### src/rtl/ram_march_tester.sv
// ram_march_tester: W0/R0/W1/R1 march test driver for a small synchronous-write RAM
module ram_march_tester #(
    parameter int ADDR_W = 3,
    parameter int DATA_W = 8,
    parameter logic [DATA_W-1:0] SEED = DATA_W'('hA5),
    parameter int RD_LATENCY = 0,
    parameter int ERR_W = 4
) (
    input  logic              clk,
    input  logic              clr,
    input  logic              start,
    output logic              mem_rw,
    output logic [ADDR_W-1:0] mem_addr,
    output logic [DATA_W-1:0] mem_wdata,
    input  logic [DATA_W-1:0] mem_rdata,
    output logic              busy,
    output logic              done,
    output logic              pass,
    output logic [ERR_W-1:0]  err_count,
    output logic [ADDR_W-1:0] first_err_addr,
    output logic              first_err_phase
);
    if (RD_LATENCY != 0 && RD_LATENCY != 1) begin : g_bad_latency
        $error("RD_LATENCY must be 0 or 1");
    end
    localparam logic [ADDR_W-1:0] LAST = '1;
    localparam logic [ERR_W-1:0] ERR_MAX = '1;
    typedef enum logic [2:0] {IDLE, W0, R0, W1, R1, DONE} state_t;
    state_t state, state_d;
    logic [ADDR_W-1:0] addr_d, next_addr, rd_addr, cmp_addr, first_err_addr_d;
    logic [DATA_W-1:0] wdata_d, exp_now, rd_exp, cmp_exp;
    logic [ERR_W-1:0] err_next, err_d;
    logic rw_d, busy_d, done_d, pass_d, first_err_phase_d;
    logic reading, drain, drain_d, rd_vld, rd_phase, cmp_vld, cmp_phase, mismatch;

    function automatic logic [DATA_W-1:0] pat(input logic [ADDR_W-1:0] a);
        return SEED + DATA_W'(a);
    endfunction

    assign next_addr = mem_addr + ADDR_W'(1);
    assign reading = state == R0 || state == R1;
    assign exp_now = state == R1 ? ~pat(mem_addr) : pat(mem_addr);
    // With a registered-read RAM the compare uses the address/expectation captured one cycle earlier
    assign cmp_vld = RD_LATENCY == 0 ? reading : rd_vld;
    assign cmp_exp = RD_LATENCY == 0 ? exp_now : rd_exp;
    assign cmp_addr = RD_LATENCY == 0 ? mem_addr : rd_addr;
    assign cmp_phase = RD_LATENCY == 0 ? state == R1 : rd_phase;
    assign mismatch = cmp_vld && mem_rdata != cmp_exp;
    assign err_next = mismatch && err_count != ERR_MAX ? err_count + ERR_W'(1) : err_count;

    always_comb begin
        state_d = state;
        addr_d = mem_addr;
        rw_d = 1'b0;
        wdata_d = '0;
        busy_d = busy;
        done_d = done;
        pass_d = pass;
        err_d = err_next;
        first_err_addr_d = mismatch && err_count == '0 ? cmp_addr : first_err_addr;
        first_err_phase_d = mismatch && err_count == '0 ? cmp_phase : first_err_phase;
        drain_d = 1'b0;
        case (state)
            IDLE, DONE: begin
                if (start) begin
                    state_d = W0;
                    addr_d = '0;
                    rw_d = 1'b1;
                    wdata_d = pat('0);
                    busy_d = 1'b1;
                    done_d = 1'b0;
                    pass_d = 1'b0;
                    err_d = '0;
                    first_err_addr_d = '0;
                    first_err_phase_d = 1'b0;
                end
            end
            W0, W1: begin
                if (mem_addr == LAST) begin
                    state_d = state == W0 ? R0 : R1;
                    addr_d = '0;
                end else begin
                    addr_d = next_addr;
                    rw_d = 1'b1;
                    wdata_d = state == W0 ? pat(next_addr) : ~pat(next_addr);
                end
            end
            R0, R1: begin
                if (mem_addr != LAST) begin
                    addr_d = next_addr;
                end else if (RD_LATENCY == 1 && !drain) begin
                    drain_d = 1'b1;
                end else if (state == R0) begin
                    state_d = W1;
                    addr_d = '0;
                    rw_d = 1'b1;
                    wdata_d = ~pat('0);
                end else begin
                    state_d = DONE;
                    addr_d = '0;
                    busy_d = 1'b0;
                    done_d = 1'b1;
                    pass_d = err_next == '0;
                end
            end
            default: state_d = IDLE;
        endcase
    end

    always_ff @(posedge clk) begin
        if (clr) begin
            state <= IDLE;
            mem_rw <= 1'b0;
            mem_addr <= '0;
            mem_wdata <= '0;
            busy <= 1'b0;
            done <= 1'b0;
            pass <= 1'b0;
            err_count <= '0;
            first_err_addr <= '0;
            first_err_phase <= 1'b0;
            drain <= 1'b0;
            rd_vld <= 1'b0;
            rd_exp <= '0;
            rd_addr <= '0;
            rd_phase <= 1'b0;
        end else begin
            state <= state_d;
            mem_rw <= rw_d;
            mem_addr <= addr_d;
            mem_wdata <= wdata_d;
            busy <= busy_d;
            done <= done_d;
            pass <= pass_d;
            err_count <= err_d;
            first_err_addr <= first_err_addr_d;
            first_err_phase <= first_err_phase_d;
            drain <= drain_d;
            rd_vld <= reading && !drain;
            rd_exp <= exp_now;
            rd_addr <= mem_addr;
            rd_phase <= state == R1;
        end
    end
endmodule
### config.mk
export PLATFORM = sky130hd
export DESIGN_NAME = ram_march_tester
export DESIGN_NICKNAME = d
export VERILOG_FILES = /design/src/rtl/ram_march_tester.sv
export SDC_FILE = /design/constraint.sdc
export NUM_CORES = 1
export LEC_CHECK = 0
export ABC_AREA = 1
export CORE_MARGIN = 5
export CORE_UTILIZATION = 33
export CTS_CLUSTER_SIZE = 10
export DETAILED_ROUTE_END_ITERATION = 8
export PLACE_DENSITY = 0.53
export SYNTH_ARGS = -nofsm -noshare
export SYNTH_HDL_FRONTEND = slang
export SYNTH_SLANG_ARGS = --single-unit
### constraint.sdc
create_clock -name clk -period 4.25 [get_ports clk]
set_input_delay 1.275 -clock clk [delete_from_list [all_inputs] [get_ports clk]]
set_output_delay 1.275 -clock clk [all_outputs]
set_load 0.02 [all_outputs]
==> results of run 1 <==
-- worst max path at each step --
stage / from / end / slack [ns] / cells past startpoint
final: mem_addr[0]$_SDFFE_PP0P_ / mem_addr[0] / 1.43 / 1
after global routing: mem_addr[0]$_SDFFE_PP0P_ / mem_addr[0] / 1.35 / 1
after CTS: mem_addr[0]$_SDFFE_PP0P_ / mem_addr[0] / 1.39 / 1
after detailed placement: mem_rdata[0] / pass$_SDFFE_PP0P_ / 1.35 / 14
after global placement: mem_rdata[2] / pass$_SDFFE_PP0P_ / 1.36 / 14
after floorplan: mem_rdata[1] / pass$_SDFFE_PP0P_ / 1.98 / 14
-- kinds of logic after synthesis --
group / synth area share [%]
flip-flops: 34.0
buffers and inverters: 11.8
AO/OA/AOI/OAI: 14.2
XOR/XNOR: 3.10
adder cells (fa/ha/maj): 4.43
AND/OR/NAND/NOR: 32.5
-- layout by cell type, fill, tap and decap left out, types with 5 or more instances in the layout --
| master | netlist | layout |
|---|---|---|
| clkdlybuf4s50_1 | 0 | 33 |
| a211oi_1 | 5 | 5 |
| o21ai_0 | 6 | 6 |
| nor2_1 | 20 | 20 |
| a21oi_1 | 15 | 15 |
| dfxtp_1 | 24 | 24 |
| ha_1 | 5 | 5 |
| inv_1 | 29 | 29 |
| inv_2 | 6 | 6 |
| nand2_2 | 5 | 5 |
| nand3_1 | 10 | 10 |
| nand2_1 | 59 | 59 |
-- Yosys cell counts (all sizes together) --
cell type / number
inv: 35
nand2: 64
nor2: 23
clkbuf: 1
xnor2: 2
buf: 4
a21oi: 17
nand3: 13
o21ai: 8
dfxtp: 24
ha: 5
nand4: 3
o31ai: 1
xor2: 3
a211oi: 5
a31oi: 3
or2: 1
-- power groups by stage --
stage | logic (mW) | registers [mW] | clock network, mW
2_1_floorplan | 0.469 | 0.414 | 0
3_3_place_gp | 0.737 | 0.369 | 0
3_5_place_dp | 0.734 | 0.368 | 0
4_1_cts | 0.736 | 0.364 | 0.138
5_1_grt | 0.834 | 0.375 | 0.146
6_report | 0.726 | 0.363 | 0.133
-- routing by layer --
layer  global-route usage (%)  wire length, um  vias to the layer above
li1                         -                -                      733
met1                     17.8             1560                      563
met2                     19.6             1420                       29
met3                     3.03              158                        4
met4                     3.50               28                        0
met5                        0                0                        -
-- metrics by stage --
step,util [%],cell area (um^2)
finish,44.3,1810
global placement,43.3,1770
global route,44.3,1810
detailed placement,43.3,1770
floorplan,-,1410
CTS,44.3,1810
-- cell type report --
type                    instances  area (um^2)  share of cell area (%)
clock buffers                   3         41.3                    2.28
inverters                      35          131                    7.25
multi-input cells             148          766                    42.3
flip-flops and latches         24          480                    26.5
well taps                      50         62.6                    3.45
repair buffers                 33          330                    18.2
-- flip-flops by register name, summed over array words and instances, names as in the netlist --
| signal | flops |
|---|---|
| done | 1 |
| first_err_addr | 3 |
| busy | 1 |
| mem_wdata | 6 |
| pass | 1 |
| err_count | 4 |
| mem_addr | 3 |
| state | 3 |
| mem_rw | 1 |
| first_err_phase | 1 |
==> run_results.csv, run 1 <==
group,metric,value,unit
global_route,grt_pass1_vias,1230,
power,p_seq_share,29.7,%
floorplan,die_w,75.4,um
cts,cts_tree,"yes",
power,power.total,1.22,mW
logic_synthesis,synth_top_area_share,34.0,%
power,cellPowerDensity,674,mW/mm^2
worst_setup_path,critPathRequiredTime,2.97,ns
routing,wl_per_cell,10.8,um
power,leakagePower,0.823,nW
logic_synthesis,ys_types,27,
sta,hold_viol_final,0,
layout,nFillCells,434,
routing,dr.pass1.iters,4,
worst_setup_path,r2r_start,"mem_addr[0]$_SDFFE_PP0P_",
layout,nets,261,
worst_setup_path,cp_slowest_cell,"clkdlybuf4s50_1",
worst_setup_path,slowest_delay,0.70,ns
routing,drc,0,
cts,clk_latency,0.26,ns
min_path,hp-start,"first_err_phase$_SDFF_PP0_",
worst_setup_path,r2r-end,"pass$_SDFFE_PP0P_",
sta,setup_ws,1.43,ns
routing,vias,1329,
worst_setup_path,cp_top_family,"buffers and inverters",
routing,drtIter0Drc,77,
cts,cts_max_level,1,
floorplan,start_util,34.6,%
logic_synthesis,synth_seq_cells,24,
global_route,grt_pass1_wl,5.66,mm
worst_setup_path,path_max_fanout,11,
min_path,min_path_type,"reg -> reg",
min_path,whs_path_depth,2,
sta,maxSlewViolCount,0,
sta,slew_headroom,71.7,%
power,pwr-share-comb,59.4,%
floorplan,dieArea,0.00569,mm^2
routing,ant_nets,0,
power,switching_share,47.6,%
cts,cts_setup_buffers,0,
run,cap_violations,0,
layout,layout-drive-gt1-share,9.88,%
logic_synthesis,yosys_warnings,0,
logic_synthesis,yosysSeqAreaShare,34.0,%
power,pwr-share-clk,10.9,%
worst_setup_path,cp-start-kind,"flop",
outcome,status,"finished clean",
worst_setup_path,endpoint_kind,"output pin",
routing,wl,3.17,mm
layout,fin_cells,293,
logic_synthesis,synthesis.nets,228,
cts,clockBufferDepth,2,
global_route,grt_overflow,0,
sta,fmax,355,MHz
logic_synthesis,syn-cell-area,0.00141,mm^2
layout,antenna_cells,0,
global_route,track_usage,12.7,%
cts,cts.root.buffer_cell,"clkbuf_8",
logic_synthesis,synthCells,212,
routing,via_per_inst,4.54,
sta,rsz0062_at_grt,"false",
sta,fin_setup_tns,0,ns
cts,cts_resized,0,
worst_setup_path,crit_type,"reg -> out",
worst_setup_path,path_cells,"clkdlybuf4s50_1",
cts,clk_pin_slew,0.08,ns
cts,cts_made_buffers,3,
worst_setup_path,cp_num_buf_inv,1,
cts,holdBufCountCts,0,
min_path,hold_end,"first_err_phase$_SDFF_PP0_",
logic_synthesis,ys_top_cells_by_area,"dfxtp_1, nand2_1, inv_1, a21oi_1, nor2_1",
worst_setup_path,worstPathArrival,1.55,ns
worst_setup_path,r2r_slack,1.90,ns
power,ir_worst_vdd,0.000252,V
logic_synthesis,syn-mean-instance-area,6.66,um^2
sta,finalSetupViolCount,0,
floorplan,core_area,0.00409,mm^2
layout,area_growth_syn_to_layout,28.3,%
sta,fin_crit_sh,66.4,%
floorplan,ios,34,
placement,place_inst,290,
global_route,antenna_found_initial,0,
power,p_int,640,uW
sta,clock_skew,0.00283,ns
placement,gp_routability_congestion,0.874,
sta,worstMarginPinSlew,0.423,ns
power,p_switching,581,uW
placement,place_hpwl,2.54,mm
placement,portBuffers,33,
global_route,grt_start_max_net_pins,13,
floorplan,num_rows,23,
floorplan,die_h,75.4,um
worst_setup_path,r2r_cells,16,
sta,min_period,2.82,ns
sta,holdWs,0.462,ns
placement,place_ws,1.35,ns
logic_synthesis,synth_top_cell_by_area,"dfxtp_1",
cts,clock_sinks,24,
(Power assumes the default switching activity.)
==> run 2, diff against run 1 <==
Settings changed: PLACE_DENSITY 0.53 to 0.55.
Clock period 4.25 ns to 2.4 ns, I/O delays scaled along.
==> run 2 against run 1 <==
Net effect: non-clock buffer count increased by 3; first-iteration DRC count decreased by 36%; count of clock-buffer cells in the layout unchanged; cell area increased by 3.0%; die area unchanged; final cell count increased by 1.4%; largest cell class unchanged; largest power group unchanged; highest routed layer unchanged.
==> run_results.csv, run 2 (synthesis gave the netlist of run 1 again) <==
group,metric,value,unit
outcome,status,"finished clean",
floorplan,core_area,0.00409,mm^2
power,cellPowerDensity,1230,mW/mm^2
sta,hold_viol_final,0,
cts,holdBufCountCts,0,
global_route,antenna_found_initial,0,
global_route,grt_overflow,0,
cts,clk_latency,0.27,ns
worst_setup_path,r2r_slack,0.26,ns
routing,ant_nets,0,
cts,clock_sinks,24,
layout,largest_register_ff_count,6,
worst_setup_path,critPathRequiredTime,1.68,ns
sta,min_period,2.18,ns
worst_setup_path,r2r_cells,15,
power,leakagePower,0.853,nW
layout,nets,264,
global_route,track_usage,12.3,%
worst_setup_path,crit_type,"reg -> out",
floorplan,num_rows,23,
routing,wl,3.23,mm
placement,place_hpwl,2.57,mm
cts,cts.root.buffer_cell,"clkbuf_8",
routing,vias,1384,
routing,wl_per_cell,10.9,um
layout,largest_registers,"mem_wdata: 6 flops, err_count: 4 flops",
layout,final_common_cell,"nand2_1",
power,power.total,2.30,mW
cts,cts_tree,"yes",
floorplan,ios,34,
layout,layout-drive-gt1-share,11.7,%
sta,finalSetupViolCount,0,
sta,clock_skew,0.0124,ns
global_route,grt_pass1_vias,1239,
floorplan,dieArea,0.00569,mm^2
routing,via_per_inst,4.66,
run,cap_violations,0,
placement,gp_routability_congestion,0.853,
layout,final_cell_mix,"nand2_1, clkdlybuf4s50_1, inv_1",
sta,fin_crit_sh,90.7,%
cts,cts_max_level,1,
worst_setup_path,r2r_start,"mem_addr[0]$_SDFFE_PP0P_",
sta,worstMarginPinSlew,0.343,ns
power,ir_worst_vdd,0.000647,V
min_path,min_path_type,"reg -> reg",
routing,drtIter0Drc,49,
global_route,grt_start_max_net_pins,15,
layout,utilization,45.7,%
sta,slew_headroom,77.0,%
worst_setup_path,crit_path_end,"mem_addr[0]",
worst_setup_path,path_max_fanout,8,
placement,portBuffers,33,
worst_setup_path,crit_start,"mem_addr[0]$_SDFFE_PP0P_",
cts,cts_made_buffers,3,
floorplan,die_h,75.4,um
sta,maxSlewViolCount,0,
layout,regMostFlops,"mem_wdata",
routing,dr.pass1.iters,4,
worst_setup_path,worstPathArrival,1.46,ns
sta,rsz0062_at_grt,"false",
floorplan,start_util,34.6,%
routing,drc,0,
cts,clk_pin_slew,0.09,ns
sta,holdWs,0.460,ns
floorplan,die_w,75.4,um
sta,fin_setup_tns,0,ns
worst_setup_path,cp-start-kind,"flop",
layout,area_growth_syn_to_layout,32.1,%
layout,antenna_cells,0,
worst_setup_path,r2r-end,"pass$_SDFFE_PP0P_",
cts,clockBufferDepth,2,
worst_setup_path,endpoint_kind,"output pin",
global_route,grt_pass1_wl,5.46,mm
sta,fmax,459,MHz
-- run 2: cell types whose count changed in the layout (fill, tap and decap cells not counted), sizes merged --
| cell | before | now |
|---|---|---|
| buf | 0 | 3 |
| bufinv | 0 | 1 |
-- run 2: where the power goes --
group,switching [mW],leakage [nW],total (mW),internal [mW]
registers,0.108,0.197,0.637,0.528
logic,0.807,0.621,1.31,0.508
clock network,0.127,0.0357,0.350,0.223
-- run 2: worst min path at each step --
stage | startpoint | endpoint | slack [ns] | cells past startpoint
after floorplan | state[0]$_SDFFE_PP0P_ | state[2]$_SDFFE_PP0P_ | 0.53 | 2
after global placement | first_err_addr[0]$_SDFF_PP0_ | first_err_addr[0]$_SDFF_PP0_ | 0.45 | 2
after detailed placement | first_err_addr[0]$_SDFF_PP0_ | first_err_addr[0]$_SDFF_PP0_ | 0.45 | 2
after CTS | first_err_addr[0]$_SDFF_PP0_ | first_err_addr[0]$_SDFF_PP0_ | 0.47 | 2
after global routing | busy$_SDFFE_PP0P_ | busy$_SDFFE_PP0P_ | 0.51 | 2
final | first_err_addr[0]$_SDFF_PP0_ | first_err_addr[0]$_SDFF_PP0_ | 0.46 | 2
-- run 2: critical path, stage by stage (launching register included) --
cell and delay [ns]:
dfxtp_2 0.42, buf_4 0.16, clkdlybuf4s50_1 0.61
-- run 2: timing repair --
item                       4_1_cts  5_1_grt
setup buffers                    0        0
setup endpoints to repair        0        3
gates resized for setup          0        1
-- run 2: area by class of cell --
cell class	count	area (um^2)
repair buffers	36	353
well taps	50	62.6
flip-flops and latches	24	482
fillers	451	2220
multi-input cells	148	766
clock buffers	3	41.3
inverters	35	131
clock inverters	1	30.0
-- run 2: per-stage QoR --
stage / instances / setup slack (ns) / area [um^2]
floorplan: 212 / 0.308 / 1410
global placement: 293 / 0.0363 / 1790
detailed placement: 293 / 0.0419 / 1790
CTS: 297 / 0.0886 / 1860
global route: 297 / 0.0575 / 1870
finish: 297 / 0.223 / 1870
-- run 2: routing by layer --
metal  part of all wire, %  track usage (%)  up-vias
li1                      -                -      745
met2                    44             19.8       30
met5                     0                0        -
met1                    50             16.8      605
met3                   4.6             2.90        4
met4                   1.2             2.72        0
==> run 3, diff against run 2 <==
Settings changed: CORE_ASPECT_RATIO set to 1.25, PLACE_DENSITY 0.55 to unset.
==> run 3 against run 2 <==
Net effect: cell area shrank 0.54%; clock power shrank 22%; final cell count grew 2.0%; first-iteration DRC count shrank 35%; largest cell class unchanged; highest routed layer unchanged.
==> run_results.csv, run 3 (synthesis gave the netlist of run 1 again) <==
group,metric,value,unit
layout,largest_registers,"mem_wdata: 6 flops, err_count: 4 flops",
sta,clock_skew,0.00436,ns
outcome,status,"finished clean",
worst_setup_path,crit_path_end,"mem_addr[0]",
worst_setup_path,r2r_slack,0.30,ns
power,leakagePower,0.846,nW
global_route,grt_start_max_net_pins,14,
routing,drc,0,
sta,slew_headroom,77.6,%
min_path,whs_path_depth,2,
global_route,grt_pass1_wl,5.77,mm
run,cap_violations,0,
routing,drtIter0Drc,32,
routing,wl,3.24,mm
sta,fmax,463,MHz
layout,regMostFlops,"mem_wdata",
global_route,track_usage,12.6,%
min_path,min_path_type,"reg -> reg",
worst_setup_path,worstPathArrival,1.44,ns
sta,maxSlewViolCount,0,
sta,rsz0062_at_grt,"false",
routing,via_per_inst,4.46,
floorplan,die_w,68.5,um
sta,worstMarginPinSlew,0.333,ns
layout,final_cell_mix,"nand2_1, clkdlybuf4s50_1, inv_1",
sta,setup_ws,0.238,ns
layout,area_growth_syn_to_layout,31.4,%
worst_setup_path,crit_start,"mem_addr[0]$_SDFFE_PP0P_",
power,ir_worst_vdd,0.000491,V
cts,holdBufCountCts,0,
worst_setup_path,cp-start-kind,"flop",
worst_setup_path,r2r-end,"pass$_SDFFE_PP0P_",
layout,antenna_cells,0,
floorplan,start_util,34.2,%
layout,layout-drive-gt1-share,11.3,%
worst_setup_path,crit_type,"reg -> out",
cts,clockBufferDepth,2,
sta,fin_setup_tns,0,ns
sta,fin_crit_sh,90.1,%
global_route,antenna_found_initial,0,
layout,utilization,44.9,%
placement,place_hpwl,2.60,mm
cts,cts_max_level,1,
cts,clk_latency,0.26,ns
cts,clk_pin_slew,0.08,ns
layout,largest_register_ff_count,6,
placement,portBuffers,33,
worst_setup_path,r2r_start,"mem_addr[0]$_SDFFE_PP0P_",
sta,hold_viol_final,0,
worst_setup_path,path_max_fanout,5,
global_route,grt_pass1_vias,1334,
layout,fin_cells,303,
placement,place_ws,0.0410,ns
floorplan,core_area,0.00413,mm^2
sta,finalSetupViolCount,0,
worst_setup_path,endpoint_kind,"output pin",
global_route,grt_overflow,0,
routing,dr.pass1.iters,4,
routing,wl_per_cell,10.7,um
placement,gp_routability_congestion,0.790,
worst_setup_path,r2r_cells,15,
cts,cts_tree,"yes",
layout,final_common_cell,"nand2_1",
cts,cts_setup_buffers,0,
floorplan,die_h,83.2,um
cts,clock_sinks,24,
routing,ant_nets,0,
floorplan,ios,34,
placement,place_inst,299,
cts,cts_made_buffers,3,
sta,min_period,2.16,ns
routing,vias,1350,
cts,cts_resized,0,
power,cellPowerDensity,1190,mW/mm^2
floorplan,dieArea,0.00570,mm^2
layout,nets,264,
cts,cts.root.buffer_cell,"clkbuf_8",
worst_setup_path,critPathRequiredTime,1.68,ns
floorplan,num_rows,26,
-- run 3: cell count changes in the layout (fill, tap and decap cells not counted) --
cell / delta
bufinv_16: -1
clkbuf_8: +1
dfxtp_1: +1
dfxtp_2: -1
-- run 3: area by class of cell --
type | instances | area [um^2]
multi-input combinational | 148 | 766
timing repair buffer | 36 | 353
tap | 56 | 70.1
sequential | 24 | 480
fill | 453 | 2280
inverter | 35 | 131
clock buffer | 4 | 55.1
-- run 3: how the worst min path moves through the flow --
stage                                       startpoint                      endpoint  slack (ns)
final                       first_err_phase$_SDFF_PP0_    first_err_phase$_SDFF_PP0_        0.46
after global routing                 busy$_SDFFE_PP0P_             busy$_SDFFE_PP0P_        0.49
after CTS                   first_err_phase$_SDFF_PP0_    first_err_phase$_SDFF_PP0_        0.46
after detailed placement  first_err_addr[1]$_SDFF_PP0_  first_err_addr[1]$_SDFF_PP0_        0.45
after global placement    first_err_addr[0]$_SDFF_PP0_  first_err_addr[0]$_SDFF_PP0_        0.45
after floorplan                  state[0]$_SDFFE_PP0P_         state[2]$_SDFFE_PP0P_        0.53
-- run 3: critical path, stage by stage, from the launching register on --
cell	delay, ns
dfxtp_1	0.41
buf_4	0.16
clkdlybuf4s50_1	0.60
-- run 3: power by group --
part | leakage (nW) | internal (mW) | switching (mW)
combinational | 0.620 | 0.510 | 0.802
sequential | 0.196 | 0.527 | 0.103
clock | 0.0288 | 0.146 | 0.127
-- run 3: metrics by stage --
step                      hold WS [ns]  total power [mW]  cell area (um^2)
after floorplan                  0.525              1.56              1410
after global placement           0.447              1.96              1800
after detailed placement         0.446              1.96              1800
after CTS                        0.464              2.25              1860
after global routing             0.492              2.45              1860
final                            0.461              2.22              1860
-- run 3: metal layers --
metal	up-vias	part of all wire [%]	global-route usage (%)
met1	582	45	15.1
met2	26	50	22.0
met5	-	0	0
met4	0	0.62	3.80
met3	2	4.0	2.16
li1	740	-	-
